### src/rtl/uart_pkg.sv
// rtl/uart_pkg.sv - shared types and limits for the UART transmit path
package uart_pkg;

    typedef enum logic [1:0] {
        NONE = 2'b00,
        EVEN = 2'b01,
        ODD  = 2'b10,
        RSVD = 2'b11
    } parity_t;

    typedef enum logic [2:0] {
        ST_IDLE,
        ST_START,
        ST_DATA,
        ST_PARITY,
        ST_STOP
    } tx_state_t;

    localparam int MIN_DATA_W     = 5;
    localparam int MAX_DATA_W     = 9;
    localparam int MIN_FIFO_DEPTH = 2;
    localparam int MAX_FIFO_DEPTH = 256;

    function automatic bit cfg_legal(input int data_w, input int depth);
        return (data_w >= MIN_DATA_W) && (data_w <= MAX_DATA_W) &&
               (depth >= MIN_FIFO_DEPTH) && (depth <= MAX_FIFO_DEPTH) &&
               ((depth & (depth - 1)) == 0);
    endfunction

endpackage

### src/rtl/sync_fifo.sv
// rtl/sync_fifo.sv - single-clock FIFO with registered occupancy count
module sync_fifo #(
    parameter  int WIDTH = 8,
    parameter  int DEPTH = 16,
    localparam int AW    = $clog2(DEPTH),
    localparam int CW    = $clog2(DEPTH + 1)
) (
    input  logic             clk_in,
    input  logic             rst_n_in,
    input  logic             push,
    input  logic [WIDTH-1:0] push_data,
    input  logic             pop,
    output logic [WIDTH-1:0] pop_data,
    output logic [CW-1:0]    count,
    output logic             full,
    output logic             empty
);

    logic [WIDTH-1:0] mem [DEPTH];
    logic [AW-1:0]    wr_ptr;
    logic [AW-1:0]    rd_ptr;
    logic             do_push;
    logic             do_pop;

    assign full     = (count == CW'(DEPTH));
    assign empty    = (count == '0);
    assign do_push  = push && !full;
    assign do_pop   = pop && !empty;
    assign pop_data = mem[rd_ptr];

    // Storage needs no reset; only pointers and count define validity.
    always_ff @(posedge clk_in) begin
        if (do_push) begin
            mem[wr_ptr] <= push_data;
        end
    end

    always_ff @(posedge clk_in or negedge rst_n_in) begin
        if (!rst_n_in) begin
            wr_ptr <= '0;
            rd_ptr <= '0;
            count  <= '0;
        end else begin
            if (do_push) begin
                wr_ptr <= wr_ptr + AW'(1);
            end
            if (do_pop) begin
                rd_ptr <= rd_ptr + AW'(1);
            end
            case ({do_push, do_pop})
                2'b10:   count <= count + CW'(1);
                2'b01:   count <= count - CW'(1);
                default: count <= count;
            endcase
        end
    end

endmodule

### src/rtl/uart_tx_fifo.sv
// rtl/uart_tx_fifo.sv - buffered UART transmitter with runtime parity and stop-bit config
module uart_tx_fifo
    import uart_pkg::*;
#(
    parameter  int DATA_W     = 8,
    parameter  int FIFO_DEPTH = 16,
    localparam int CNT_W      = $clog2(FIFO_DEPTH + 1)
) (
    input  logic              clk_in,
    input  logic              rst_n_in,
    input  logic              baud_tick,
    input  logic [DATA_W-1:0] data_in,
    input  logic              valid_in,
    output logic              ready_out,
    input  logic [1:0]        parity_mode_in,
    input  logic              two_stop_in,
    output logic              tx,
    output logic              tx_busy,
    output logic [CNT_W-1:0]  fifo_count_out
);

    localparam int IDX_W = $clog2(DATA_W);

    if (!cfg_legal(DATA_W, FIFO_DEPTH)) begin : g_cfg_check
        $error("uart_tx_fifo: DATA_W or FIFO_DEPTH out of range");
    end

    tx_state_t         state_q, state_d;
    logic [DATA_W-1:0] shreg_q, shreg_d;
    parity_t           par_q, par_d;
    logic              two_stop_q, two_stop_d;
    logic              stop_cnt_q, stop_cnt_d;
    logic [IDX_W-1:0]  idx_q, idx_d;
    logic              tx_d, busy_d;
    logic              start_frame;
    logic              pop;
    logic              fifo_full, fifo_empty;
    logic [DATA_W-1:0] fifo_data;
    logic              par_en;

    sync_fifo #(
        .WIDTH (DATA_W),
        .DEPTH (FIFO_DEPTH)
    ) u_fifo (
        .clk_in    (clk_in),
        .rst_n_in  (rst_n_in),
        .push      (valid_in),
        .push_data (data_in),
        .pop       (pop),
        .pop_data  (fifo_data),
        .count     (fifo_count_out),
        .full      (fifo_full),
        .empty     (fifo_empty)
    );

    assign ready_out = !fifo_full;
    assign par_en    = (par_q == EVEN) || (par_q == ODD);

    always_ff @(posedge clk_in or negedge rst_n_in) begin
        if (!rst_n_in) begin
            state_q    <= ST_IDLE;
            shreg_q    <= '0;
            par_q      <= NONE;
            two_stop_q <= 1'b0;
            stop_cnt_q <= 1'b0;
            idx_q      <= '0;
            tx         <= 1'b1;
            tx_busy    <= 1'b0;
        end else begin
            state_q    <= state_d;
            shreg_q    <= shreg_d;
            par_q      <= par_d;
            two_stop_q <= two_stop_d;
            stop_cnt_q <= stop_cnt_d;
            idx_q      <= idx_d;
            tx         <= tx_d;
            tx_busy    <= busy_d;
        end
    end

    always_comb begin
        state_d     = state_q;
        shreg_d     = shreg_q;
        par_d       = par_q;
        two_stop_d  = two_stop_q;
        stop_cnt_d  = stop_cnt_q;
        idx_d       = idx_q;
        start_frame = 1'b0;
        case (state_q)
            ST_IDLE: begin
                if (baud_tick && !fifo_empty) begin
                    start_frame = 1'b1;
                end
            end
            ST_START: begin
                if (baud_tick) begin
                    state_d = ST_DATA;
                    idx_d   = '0;
                end
            end
            ST_DATA: begin
                if (baud_tick) begin
                    if (idx_q == IDX_W'(DATA_W - 1)) begin
                        state_d    = par_en ? ST_PARITY : ST_STOP;
                        stop_cnt_d = 1'b0;
                    end else begin
                        idx_d = idx_q + IDX_W'(1);
                    end
                end
            end
            ST_PARITY: begin
                if (baud_tick) begin
                    state_d    = ST_STOP;
                    stop_cnt_d = 1'b0;
                end
            end
            ST_STOP: begin
                if (baud_tick) begin
                    if (two_stop_q && !stop_cnt_q) begin
                        stop_cnt_d = 1'b1;
                    end else if (!fifo_empty) begin
                        start_frame = 1'b1;
                    end else begin
                        state_d = ST_IDLE;
                    end
                end
            end
            default: state_d = ST_IDLE;
        endcase
        // Config is sampled only here, so mid-frame changes wait for the next pop.
        if (start_frame) begin
            state_d    = ST_START;
            shreg_d    = fifo_data;
            par_d      = parity_t'(parity_mode_in);
            two_stop_d = two_stop_in;
        end
    end

    assign pop = start_frame;

    always_comb begin
        tx_d   = 1'b1;
        busy_d = (state_d != ST_IDLE);
        case (state_d)
            ST_IDLE:   tx_d = 1'b1;
            ST_START:  tx_d = 1'b0;
            ST_DATA:   tx_d = shreg_d[idx_d];
            ST_PARITY: tx_d = (par_d == ODD) ? ~^shreg_d : ^shreg_d;
            ST_STOP:   tx_d = 1'b1;
            default:   tx_d = 1'b1;
        endcase
    end

endmodule

### config.mk
export PLATFORM = sky130hd
export DESIGN_NAME = uart_tx_fifo
export DESIGN_NICKNAME = d
export VERILOG_FILES = /design/src/rtl/uart_pkg.sv /design/src/rtl/sync_fifo.sv /design/src/rtl/uart_tx_fifo.sv
export SDC_FILE = /design/constraint.sdc
export NUM_CORES = 1
export LEC_CHECK = 0
export BUFFER_PORTS_ARGS = -buffer_cell sky130_fd_sc_hd__buf_2
export CORE_UTILIZATION = 40
export DETAILED_ROUTE_END_ITERATION = 7
export GPL_TIMING_DRIVEN = 0
export PLACE_DENSITY = 0.59
export SYNTH_ARGS = -nofsm -noshare
export SYNTH_HDL_FRONTEND = slang
export SYNTH_SLANG_ARGS = --single-unit
### constraint.sdc
create_clock -name clk_in -period 6.3 [get_ports clk_in]
set_input_delay 0.315 -clock clk_in [delete_from_list [all_inputs] [get_ports clk_in]]
set_output_delay 0.315 -clock clk_in [all_outputs]
set_load 0.02 [all_outputs]
Word level (Yosys, flattened, before mapping)
Memory sizes are Yosys's and may differ from the RTL's.
Cells that the tools add are included.
Cells by class
  add/sub/neg operators: 5
  order comparisons: 1
  equal/unequal tests: 19
  mux-type cells: 34
  reductions and logical operators: 16
Operator list (count)
  $mux W3: 12
  $pmux W3 S5: 1
  $mux W1: 13
  $eq A3 B2 Y1 const B: 4
  $ne A2 B2 Y1 const B: 5
  $pmux W5 S2: 1
  $add A4 B1 Y4 const B: 2
  $mux W8: 1
  $reduce_xnor A8 Y1: 1
  $reduce_xor A8 Y1: 1
  $eq A2 B2 Y1 const B: 3
  $eq A3 B1 Y1 const B: 2
  $eq A3 B3 Y1 const B: 2
  $pmux W1 S3: 2
  $pmux W3 S2: 1
  $reduce_and A6 Y1: 1
  $reduce_bool A3 Y1: 2
  $add A5 B1 Y5 const B: 1
  $eq A5 B5 Y1 const B: 1
  $logic_not A5 Y1: 1
  $sub A5 B1 Y5 const B: 1
  $eq A2 B1 Y1 const B: 2
  $logic_and A1 B1 Y1: 4
  $lt A3 B4 Y1 const B: 1
  other kinds (8): 10
Word-level totals
  register bits: 33
  memory bits (writable): 128
  output and inout bits: 8
  memories: 1
Memory list
  u_fifo.mem: words 16, width 8, read ports 1, clocked after memory_dff 0, write ports 1, line sync_fifo.sv:19  | logic [WIDTH-1:0] mem [DEPTH];

Logic depth before layout (Yosys ltp)
  depth after elaboration: 9
  mapped depth: 14
  gate-level depth less buffers: 13

Modules after synthesis
A second synthesis with hierarchy kept.
Second synthesis, totals
  cell total of the unflattened synthesis: 440
  area total of the unflattened synthesis: 6985.4 um^2
Modules (own cells, without submodules)
  sync_fifo: instances 1, cells each 332, area each 5779.3 um^2, seq. area each 4169.0 um^2
  uart_tx_fifo: instances 1, cells each 108, area each 1206.2 um^2, seq. area each 501.7 um^2

Worst setup path before layout
Ideal clock, no wire load.
  path type: register -> register
  start: register u_fifo.count[1]
  end: register u_fifo.count[4]
  setup time: 0.136 ns
  arrival: 2.891 ns
  required time: 6.164 ns
  path slack: 3.272 ns
  cell stages (with the launch flop): 14
  path buffers: 1
  cells stage by stage: dfrtp_1 or4_4 o2111ai_4 inv_1 clkbuf_1 ha_1 inv_1 fa_1 inv_1 a21o_1 a21oi_1 xnor2_1 nor2_1 xor2_1
Between the ends
  word-level cells in the longest chain between the ends: 8
  elaborated cells on any way between the ends: 18
  classes of those cells: add/sub: 2; eq/ne: 3; mux: 6; reduce/logical: 7
Ends and longest elaborated chain
  start: declaration: line sync_fifo.sv:14  | output logic [CW-1:0] count,
  start signal: assignment: line sync_fifo.sv:51  | 2'b10: count <= count + CW'(1);
  start signal: assignment: line sync_fifo.sv:52  | 2'b01: count <= count - CW'(1);
  start signal: assignment: line sync_fifo.sv:53  | default: count <= count;
  $logic_not A5 Y1 (*): line sync_fifo.sv:26  | assign empty = (count == '0);
  $mux W1 or $logic_not A1 Y1 (tied branches): line uart_tx_fifo.sv:121, sync_fifo.sv:28, uart_tx_fifo.sv:91
  $mux W1 or $logic_and A1 B1 Y1 (tied branches): line uart_tx_fifo.sv:119, uart_tx_fifo.sv:91
  $mux W1, on equally long branches: line uart_tx_fifo.sv:118, uart_tx_fifo.sv:91
  $pmux W1 S2: line uart_tx_fifo.sv:89  | case (state_q)
  $logic_and A1 B1 Y1 (*): line sync_fifo.sv:28  | assign do_pop = pop && !empty;
  via u_fifo.do_pop: line sync_fifo.sv:23  | logic do_pop;
  $eq A2 B1 Y1 or $eq A2 B2 Y1 (tied branches): line sync_fifo.sv:50  | case ({do_push, do_pop})
  $pmux W5 S2 or $reduce_bool A2 Y1 (tied branches)
The timed path passes the listed nets; every way through them passes the cells marked *.
A chain may end at the register's enable or synchronous reset.

Worst setup path in the final report
  start: register state_q[0]
  end: register u_fifo.count[4]
Between the ends
  word-level cells in the longest chain between the ends: 5
  elaborated cells on any way between the ends: 8
  classes of those cells: eq/ne: 3; mux: 2; reduce/logical: 3
Ends and longest elaborated chain
  start: declaration: line uart_tx_fifo.sv:28  | tx_state_t state_q, state_d;
  start signal: assignment: line uart_tx_fifo.sv:70  | state_q <= state_d;
  $eq A3 B3 Y1 or $logic_not A3 Y1 (tied branches): line uart_tx_fifo.sv:89
  $pmux W1 S2 (*): line uart_tx_fifo.sv:89
  $logic_and A1 B1 Y1 (*): line sync_fifo.sv:28
  via u_fifo.do_pop: line sync_fifo.sv:23
  $eq A2 B1 Y1 or $eq A2 B2 Y1 (tied branches): line sync_fifo.sv:50
  $pmux W5 S2 or $reduce_bool A2 Y1 (tied branches)
Marked as above.

==> qor.csv <==
metric,value,unit
status,"complete, no violations",
drt_iter0_drc,266,
clkSlewWorstSetupHoldPaths,60,ps
syn_area,6940,sq um
slew_violations,0,
switching_share,33.4,%
skew,8.49,ps
ys.flop_type,edfxtp_1,
critical_path_class,flip-flop to flip-flop,
highest_layer,met4,
cp.required,6600,ps
met2_length,7120,microns
grt_overflow,0,
arrival,3750,ps
routed_wl,14400,microns
hpwl,9320,microns
synth_largest_area_cell,edfxtp_1,
num_vias,3759,
fin_setup_tns,0,ps
intPower,2.62,mW
nFillCells,1438,
yosysWarnings,0,
area_growth,14.7,%
worst-slew-pin-transition,1210,ps
wl_per_cell,20.5,microns
ys_seq_area_share,67.3,%
p_leak,2.88,nW
grt_usage,17.5,%
crit_fanout,10,
end_kind,flip-flop,
fin_crit,3440,ps
antenna_found_initial,0,
wl_met1,6410,microns
min_path_cells,3,
drive_above_1_share,23.3,%
io_pins,23,
n_antenna_cell,0,
grt_pass1_wl,22300,microns
relSlewSlack,18.8,%
gp_congestion,0.842,
p_switching,1.32,mW
hp-class,primary input to flip-flop,
pre_cts_slack,2870,ps
io_buffers,21,
core_area,16800,sq um
p_clk_share,25.1,%
die_x,134,microns
ys_async_sr_fraction,20.5,%
routed_via_density,5.36,
dieArea,17900,sq um
avgSynthCellArea,16.4,sq um
crit_path_start_kind,flip-flop,
pwr-share-seq,36.5,%
drt_pass1_iterations,4,
cts_root_buf,clkbuf_16,
cts_buffers,17,
synthMostInstantiatedCell,edfxtp_1,
dpl-instance-area,7390,sq um
cts_tree,yes,
reg2reg_depth,14,
synth_top_area_share,55.4,%
setup_viol,0,
htreeDepth,4,
die_h,134,microns
cap_violations,0,
cts_sinks,161,
comb_power_share,38.4,%
p_per_area,495,nW/um^2
nNetsFinal,495,
rows,47,
worstSkewPairLatency,420,ps
grt_max_degree,34,
syn-instance-count,424,
hold_viol_final,0,
ys_seq_elements,161,
ys_types,57,
post_cts_buffers,0,
synth_edf_count,128,
initial_core_util,41.4,%
grt_pass1_vias,3829,
finalWorstSetupSlack,2860,ps
drc,0,
synthTopCellsByCount,"128 x edfxtp_1, 32 x dfrtp_1, 32 x nand2_1",
clockBufferDepth,2,
post-route-period-util,54.7,%
synthesis.nets,450,
ir_drop,0.221,mV
final_area,7970,sq um
max_freq,0.290,GHz
netlist_top_cells_area,"edfxtp_1 55%, dfrtp_1 12%, mux4_2 9.1%",
wl_met3,713,microns
ant_nets,0,
rsz0062_at_grt,no,
==> per-layer routing <==
layer / global-route usage, % / vias to the layer above
li1: - / 1726
met1: 23.6 / 1937
met2: 28.4 / 88
met3: 4.03 / 8
met4: 4.99 / 0
met5: 0 / -
==> stage by stage <==
stage / util (%) / total power [mW] / hold slack (ps) / cells
detailed placement: 44.1 / 2.98 / 429 / 669
global placement: 43.7 / 2.94 / 424 / 665
floorplan: - / 2.59 / 19.4 / 424
finish: 47.5 / 3.94 / 86.2 / 701
CTS: 47.5 / 3.98 / 72.9 / 701
global route: 47.5 / 4.17 / 77.5 / 701
==> logic make-up (layout without fill, tap and decap cells) <==
family	Yosys count	in the layout	synth area share, %
AO/OA/AOI/OAI	47	47	5.10
XOR/XNOR	18	18	2.78
adder cells (fa/ha/maj)	11	11	2.09
buffers and inverters	38	95	3.15
flip-flops	161	161	67.3
multiplexers	54	54	13.0
AND/OR/NAND/NOR	95	95	6.61
==> final timing paths <==
check                                startpoint                           to  slack [ps]
setup / recovery           state_q[0]$_DFF_PN0_  u_fifo.count[4]$_DFFE_PN0P_        2860
hold / removal                      two_stop_in       two_stop_q$_DFFE_PN0N_          90
setup reg to reg           state_q[0]$_DFF_PN0_  u_fifo.count[4]$_DFFE_PN0P_        2860
hold reg to reg            shreg_q[0]$_DFF_PN0_         shreg_q[0]$_DFF_PN0_         510
max in group asynchronous              rst_n_in         shreg_q[5]$_DFF_PN0_        5320
min in group asynchronous              rst_n_in  u_fifo.count[1]$_DFFE_PN0P_         490
==> final cells by class <==
| cell class | count | area [sq um] | area share (%) |
|---|---|---|---|
| clock buffers | 19 | 433 | 5.44 |
| multi-input cells | 225 | 2070 | 26.0 |
| inverters | 14 | 52.6 | 0.660 |
| plain buffers | 24 | 166 | 2.09 |
| clock inverters | 12 | 135 | 1.70 |
| repair buffers | 26 | 160 | 2.01 |
| well taps | 220 | 275 | 3.46 |
| flip-flops and latches | 161 | 4670 | 58.6 |
==> sequential cells by signal, summed over array words and instances (netlist names), 2 cells and up <==
name	count
u_fifo.rd_ptr	4
idx_q	3
u_fifo.mem	128
par_q	2
u_fifo.count	5
state_q	3
shreg_q	8
u_fifo.wr_ptr	4
==> placed cells by master (no fill, tap or decap), types with 13 or more instances in the layout <==
cell type / instances
nor2_1: 23
inv_1: 13
dfrtp_1: 32
mux2i_1: 21
mux4_2: 28
buf_2: 24
edfxtp_1: 128
nand2_1: 32
clkbuf_16: 17
==> worst max-delay path, cell delays in order, from the launching register on <==
cell       delay [ps]
dfrtp_1           360
clkbuf_1          200
nor2_1            370
o2111ai_4         270
inv_1             270
clkbuf_1          430
ha_1              310
inv_1             100
fa_1              410
inv_1              70
a21o_1            110
a21oi_1            80
xnor2_1           130
nor2_1             60
xor2_1            150
==> power by group through the flow <==
stage / clock network (mW) / registers (mW) / logic, mW
CTS: 1.01 / 1.44 / 1.53
global placement: 0 / 1.45 / 1.49
floorplan: 0 / 1.46 / 1.13
detailed placement: 0 / 1.46 / 1.52
global route: 1.05 / 1.46 / 1.66
finish: 0.991 / 1.44 / 1.51
==> timing repair <==
item | 4_1_cts | 5_1_grt
hold buffers | 1 | 0
endpoints found under the hold margin | 32 | 0
gates resized for setup | 0 | 0
No activity file was read; power rests on OpenSTA's default activity.
